--- config.mk ---
export PLATFORM = sky130hd
export DESIGN_NAME = ext_bus_bridge
export DESIGN_NICKNAME = d
export VERILOG_FILES = /design/src/rtl/ext_bus_bridge_pkg.sv /design/src/rtl/ext_bus_bridge_be_decode.sv /design/src/rtl/ext_bus_bridge.sv
export SDC_FILE = /design/constraint.sdc
export NUM_CORES = 1
export LEC_CHECK = 0
export CORE_MARGIN = 5
export CORE_UTILIZATION = 30
export DETAILED_ROUTE_END_ITERATION = 8
export GPL_ROUTABILITY_DRIVEN = 0
export PLACE_DENSITY_LB_ADDON = 0.12
export REMOVE_ABC_BUFFERS = 1
export SLEW_MARGIN = 30
export SYNTH_ARGS = -nofsm -noshare
export SYNTH_HDL_FRONTEND = slang
export SYNTH_HIERARCHICAL = 1
export SYNTH_SLANG_ARGS = --single-unit
export TNS_END_PERCENT = 20
--- constraint.sdc ---
create_clock -name clk -period 2.65 [get_ports clk]
set_clock_uncertainty 0.15 [all_clocks]
set_input_delay 0.3975 -clock clk [delete_from_list [all_inputs] [get_ports clk]]
set_output_delay 0.3975 -clock clk [all_outputs]
set_load 0.02 [all_outputs]
--- src/rtl/ext_bus_bridge_pkg.sv ---
// rtl/ext_bus_bridge_pkg.sv - shared encodings for the EXT bus bridge
package ext_bus_bridge_pkg;

    localparam logic [3:0] HSIZE_BYTE = 4'd0;
    localparam logic [3:0] HSIZE_HALF = 4'd1;
    localparam logic [3:0] HSIZE_WORD = 4'd2;

    typedef enum logic [1:0] {
        ST_IDLE   = 2'd0,
        ST_ACCESS = 2'd1,
        ST_ERR    = 2'd2,
        ST_DONE   = 2'd3
    } state_t;

    localparam logic [31:0] ERR_DATA_DEFAULT = 32'hDEAD_BEEF;

endpackage

--- src/rtl/ext_bus_bridge_be_decode.sv ---
// rtl/ext_bus_bridge_be_decode.sv - transfer size/alignment to byte-enable decode
module ext_bus_bridge_be_decode
    import ext_bus_bridge_pkg::*;
(
    input  logic [3:0] size,
    input  logic [1:0] addr_lo,
    output logic       legal,
    output logic [3:0] be
);

    // Only naturally aligned byte, half and word transfers are legal.
    always_comb begin
        legal = 1'b0;
        be    = 4'b0000;
        case (size)
            HSIZE_BYTE: begin
                legal = 1'b1;
                be    = 4'b0001 << addr_lo;
            end
            HSIZE_HALF: begin
                if (addr_lo == 2'd0) begin
                    legal = 1'b1;
                    be    = 4'b0011;
                end else if (addr_lo == 2'd2) begin
                    legal = 1'b1;
                    be    = 4'b1100;
                end
            end
            HSIZE_WORD: begin
                if (addr_lo == 2'd0) begin
                    legal = 1'b1;
                    be    = 4'b1111;
                end
            end
            default: begin
                legal = 1'b0;
                be    = 4'b0000;
            end
        endcase
    end

endmodule

--- src/rtl/ext_bus_bridge.sv ---
// rtl/ext_bus_bridge.sv - EXT bus slave to word-addressed peripheral port bridge
module ext_bus_bridge
    import ext_bus_bridge_pkg::*;
#(
    parameter int          AWIDTH   = 16,
    parameter int          DEV_AW   = 4,
    parameter int          TIMEOUT  = 255,
    parameter logic [31:0] ERR_DATA = ERR_DATA_DEFAULT
) (
    input  logic              clk,
    input  logic              rst,
    input  logic              EXT_HSEL,
    input  logic              EXT_HWRITE,
    input  logic [AWIDTH-1:0] EXT_HADDR,
    input  logic [3:0]        EXT_HSIZE,
    input  logic [31:0]       EXT_HWDATA,
    output logic [31:0]       EXT_HRDATA,
    output logic              EXT_HREADYOUT,
    output logic              dev_req,
    output logic              dev_we,
    output logic [DEV_AW-1:0] dev_addr,
    output logic [3:0]        dev_be,
    output logic [31:0]       dev_wdata,
    input  logic [31:0]       dev_rdata,
    input  logic              dev_ack,
    input  logic              err_clr,
    output logic              err_sticky
);

    localparam int            CW     = $clog2(TIMEOUT + 1);
    localparam logic [CW-1:0] T_LAST = CW'(TIMEOUT - 1);

    state_t          state;
    state_t          state_nxt;
    logic            first_q;
    logic [31:0]     wdata_q;
    logic [CW-1:0]   cnt_q;
    logic            be_legal;
    logic [3:0]      be_dec;
    logic            start_access;
    logic            ack_seen;
    logic            timed_out;
    logic            err_set;
    logic            unused_haddr_hi;

    // Upper address bits are decoded into EXT_HSEL upstream.
    assign unused_haddr_hi = ^EXT_HADDR[AWIDTH-1:DEV_AW+2];

    ext_bus_bridge_be_decode u_be_decode (
        .size    (EXT_HSIZE),
        .addr_lo (EXT_HADDR[1:0]),
        .legal   (be_legal),
        .be      (be_dec)
    );

    // State register; reset drops any in-flight access immediately.
    always_ff @(posedge clk or posedge rst) begin
        if (rst) begin
            state <= ST_IDLE;
        end else begin
            state <= state_nxt;
        end
    end

    // Next-state and handshake outputs; address phase accepted only while ready.
    always_comb begin
        state_nxt     = state;
        EXT_HREADYOUT = 1'b1;
        dev_req       = 1'b0;
        start_access  = 1'b0;
        ack_seen      = 1'b0;
        timed_out     = 1'b0;
        case (state)
            ST_IDLE, ST_DONE: begin
                if (EXT_HSEL) begin
                    if (be_legal) begin
                        state_nxt    = ST_ACCESS;
                        start_access = 1'b1;
                    end else begin
                        state_nxt = ST_ERR;
                    end
                end else begin
                    state_nxt = ST_IDLE;
                end
            end
            ST_ACCESS: begin
                EXT_HREADYOUT = 1'b0;
                dev_req       = 1'b1;
                if (dev_ack) begin
                    ack_seen  = 1'b1;
                    state_nxt = ST_DONE;
                end else if (cnt_q == T_LAST) begin
                    timed_out = 1'b1;
                    state_nxt = ST_DONE;
                end
            end
            ST_ERR: begin
                EXT_HREADYOUT = 1'b0;
                state_nxt     = ST_DONE;
            end
            default: begin
                state_nxt = ST_IDLE;
            end
        endcase
    end

    assign err_set   = timed_out | (state == ST_ERR);
    assign dev_wdata = first_q ? EXT_HWDATA : wdata_q;

    // Command latch: held stable for the whole access.
    always_ff @(posedge clk or posedge rst) begin
        if (rst) begin
            dev_we   <= 1'b0;
            dev_addr <= '0;
            dev_be   <= 4'b0000;
        end else if (start_access) begin
            dev_we   <= EXT_HWRITE;
            dev_addr <= EXT_HADDR[DEV_AW+1:2];
            dev_be   <= be_dec;
        end
    end

    // Write data passes straight through in the first access cycle, then is held.
    always_ff @(posedge clk or posedge rst) begin
        if (rst) begin
            first_q <= 1'b0;
            wdata_q <= 32'h0;
        end else begin
            first_q <= start_access;
            if (first_q) begin
                wdata_q <= EXT_HWDATA;
            end
        end
    end

    // Cycles spent waiting for dev_ack in the current access.
    always_ff @(posedge clk or posedge rst) begin
        if (rst) begin
            cnt_q <= '0;
        end else if (start_access) begin
            cnt_q <= '0;
        end else if ((state == ST_ACCESS) && !ack_seen && !timed_out) begin
            cnt_q <= cnt_q + CW'(1);
        end
    end

    // Read data register; writes return zero, errors return the marker word.
    always_ff @(posedge clk or posedge rst) begin
        if (rst) begin
            EXT_HRDATA <= 32'h0;
        end else if (ack_seen) begin
            EXT_HRDATA <= dev_we ? 32'h0 : dev_rdata;
        end else if (err_set) begin
            EXT_HRDATA <= ERR_DATA;
        end
    end

    // Sticky error flag; a new error beats a simultaneous clear.
    always_ff @(posedge clk or posedge rst) begin
        if (rst) begin
            err_sticky <= 1'b0;
        end else if (err_set) begin
            err_sticky <= 1'b1;
        end else if (err_clr) begin
            err_sticky <= 1'b0;
        end
    end

endmodule

==> results.json <==
{
  "synth_adder_area_share": 0.01278,
  "net_switching_fraction_of_the_power": 0.3683,
  "route.antenna.remaining_nets": 0,
  "synth.mux.area_fraction": 0.1051,
  "synth_top_family_by_area": "simple AND/OR/NAND/NOR gates",
  "slew_headroom": 0.5828,
  "most_frequent_standard_cell_in_the_layout_excluding_fill_and_tap_cells": "sky130_fd_sc_hd__clkdlybuf4s50_1",
  "timing.setup.tns_ns": 0,
  "insertedDiodeCount": 0,
  "cp_data_required_time_ns": 2.10,
  "worstSetupPathType": "reg2out",
  "clock_edge_transition_at_the_registers_on_the_reported_setup_and_hold_paths_ns": 0.07,
  "synth_largest_type_area_fraction": 0.5430,
  "cp-end-kind": "output pin",
  "syn_to_final_growth_pct": 52.83,
  "status": "completed",
  "async_reset_ff_frac": 1.000,
  "die_width_um": 124.3,
  "cts_inserted_buffers": 9,
  "pwr-share-clk": 0.207,
  "regToRegSetupSlack_ns": 0.73,
  "final_min_period_over_clock_period": 0.9050,
  "tightestPinTransition_ns": 0.6235,
  "report.final.setup_viol": 0,
  "cp_max_fo": 32,
  "wire_length_of_the_first_global_routing_pass_mm": 18.12,
  "mostFrequentLayoutCells": "sky130_fd_sc_hd__clkdlybuf4s50_1, sky130_fd_sc_hd__dfrtp_1, sky130_fd_sc_hd__nand2_1",
  "maxUsedRoutingLayer": "met4",
  "ys_dominant_reg_cell": "sky130_fd_sc_hd__dfrtp_1",
  "comb_power_share": 0.475,
  "cp_data_arrival_time_ns": 1.85,
  "report.final.slew_viol_count": 0,
  "detail_route.wirelength.met1_mm": 4.827,
  "yosys_register_bits": 85,
  "start_kind": "flip-flop",
  "seq_area_frac_synth": 0.5430,
  "layout_min_cycle_time_ns": 2.398,
  "cap_viol_max_count": 0,
  "total_leakage_power_nw": 2.454,
  "cts_hold_buf": 0,
  "drt-pass1-iter-count": 4,
  "drc_errors": 0,
  "die-height_um": 124.3,
  "post_cts.repair.setup_buffers": 0,
  "first_global_vias": 3322,
  "cts_root_buf": "sky130_fd_sc_hd__clkbuf_16",
  "initialDrtViolationCount": 119,
  "synth_enable_flop_cells": 0,
  "setup_repair_after_global_routing_missed_its_margin": "false",
  "num_vias": 3232,
  "core.rowCount": 41,
  "postSynthCellCount": 368,
  "post_synth_instance_area_um2": 3918,
  "final_hold_viol_count": 0,
  "placement.io_buffers": 155,
  "global_route.overflow_total": 0,
  "clock_latency_ns": 0.34,
  "wl_met2_mm": 5.623,
  "dp_hpwl_mm": 7.869,
  "placement.cell_area_um2": 5660,
  "wl_met3_um": 555,
  "fin_ws_ns": 0.2519,
  "layout.cell_area.non_filler_um2": 5987,
  "synth-compound-area-share": 0.1389,
  "synthSimpleGateAreaFrac": 0.1581,
  "clkSinkCount": 85,
  "hold_class": "reg2reg",
  "yosysWarnings": 6,
  "grt.total_usage": 0.1438,
  "wire_per_inst_um": 15.97,
  "synth_xor_area_frac": 0.004471,
  "synth_area_leader_cell": "sky130_fd_sc_hd__dfrtp_1",
  "clock_tree.htree_level_count": 3,
  "routed_wirelength_mm": 11.12,
  "grt_start_max_net_pins": 86,
  "die_area_um2": 15440,
  "core_area_um2": 12720,
  "post-place-ws_ns": 0.1180,
  "power_frac_seq": 0.318,
  "floorplan.io_pins": 166,
  "finish.net_count": 613,
  "p_sw_mw": 2.449,
  "fmax_mhz": 417.0,
  "vias_per_cell": 4.644,
  "cts_tree": "built",
  "antenna_found_initial": 0,
  "intPower_mw": 4.202,
  "p_total_mw": 6.651,
  "ctsResizeCount": 0,
  "synth.lib_cells_used.distinct": 52,
  "p_per_area_nw_per_um2": 1111,
  "netlist_top_cells_area": "sky130_fd_sc_hd__dfrtp_1, sky130_fd_sc_hd__mux2_2, sky130_fd_sc_hd__nand2_1",
  "fill_cells": 1251,
  "initial_utilization": 0.3079,
  "vdd.ir_drop.worst_uv": 594.9,
  "clock_path_buffers": 2,
  "avgSynthCellArea_um2": 10.65,
  "utilization": 0.4706,
  "post_route_cells_drive_above_1_share": 0.1317
}
-- cells in the mapped netlist, types with 2 or more instances --
cell type,n
sky130_fd_sc_hd__a22oi_1,8
sky130_fd_sc_hd__nor2_1,26
sky130_fd_sc_hd__or2_2,2
sky130_fd_sc_hd__inv_1,8
sky130_fd_sc_hd__buf_2,13
sky130_fd_sc_hd__o21ai_0,11
sky130_fd_sc_hd__a21oi_1,28
sky130_fd_sc_hd__nand3_1,2
sky130_fd_sc_hd__nor3_1,4
sky130_fd_sc_hd__o211a_1,2
sky130_fd_sc_hd__mux2_2,31
sky130_fd_sc_hd__nand4_1,2
sky130_fd_sc_hd__nor2b_1,25
sky130_fd_sc_hd__nand2b_1,3
sky130_fd_sc_hd__ha_1,4
sky130_fd_sc_hd__a211oi_1,3
sky130_fd_sc_hd__nand2_1,43
sky130_fd_sc_hd__o22ai_1,24
sky130_fd_sc_hd__mux2i_1,4
sky130_fd_sc_hd__clkbuf_2,3
sky130_fd_sc_hd__dfrtp_1,85
sky130_fd_sc_hd__clkbuf_1,6
sky130_fd_sc_hd__mux2_1,2
-- final timing paths --
kind                        startpoint             end  depth (start not counted)
min in group asynchronous          rst  EXT_HRDATA[29]                          3
hold reg to reg            dev_addr[0]     dev_addr[0]                          2
setup reg to reg              cnt_q[0]      err_sticky                          5
hold / removal             dev_addr[0]     dev_addr[0]                          2
setup / recovery               first_q   dev_wdata[19]                          3
max in group asynchronous          rst         first_q                          3
-- per-stage QoR --
step | cells | hold slack (ns)
finish | 696 | 0.3244
global placement | 680 | 0.3134
CTS | 696 | 0.3287
floorplan | 344 | 0.3150
global route | 696 | 0.3544
detailed placement | 680 | 0.3117
-- routing by layer --
| layer | track usage | vias up |
|---|---|---|
| li1 | - | 1590 |
| met1 | 0.1840 | 1558 |
| met2 | 0.2360 | 76 |
| met3 | 0.04288 | 8 |
| met4 | 0.04062 | 0 |
| met5 | 0 | - |
-- critical path, stage by stage, from the launching register on --
cell,delay (ns)
sky130_fd_sc_hd__dfrtp_1,0.37
sky130_fd_sc_hd__buf_12,0.21
sky130_fd_sc_hd__mux2_2,0.37
sky130_fd_sc_hd__clkdlybuf4s50_1,0.56
-- kinds of logic after synthesis --
group / count (synthesis)
flip-flops: 85
adder cells (fa/ha/maj): 4
multiplexers: 37
XOR/XNOR: 2
AO/OA/AOI/OAI: 86
buffers and inverters: 32
AND/OR/NAND/NOR: 122
-- flip-flops by register name (all words and copies together) (netlist names) --
register and cells:
EXT_HRDATA 32, cnt_q 8, dev_addr 4, dev_be 4, dev_we 1, err_sticky 1
first_q 1, state 2, wdata_q 32
-- area by class of cell --
class	instances	area [um2]	area share
Sequential cell	85	2127	0.3553
Timing Repair Buffer	164	1644	0.2746
Multi-Input combinational cell	251	1643	0.2744
Tap cell	172	215.2	0.03595
Clock buffer	11	242.7	0.04054
Clock inverter	5	83.83	0.01400
Inverter	8	31.28	0.005225
-- power by group through the flow --
stage               Combinational [mW]  Clock, mW  Sequential [mW]
floorplan                         1.37          0             2.43
finish                            3.16       1.38             2.11
CTS                               3.22       1.42             2.12
detailed placement                3.21          0             2.14
global route                      3.42       1.47             2.18
global placement                  3.17          0             2.11
(Power assumes the default switching activity.)
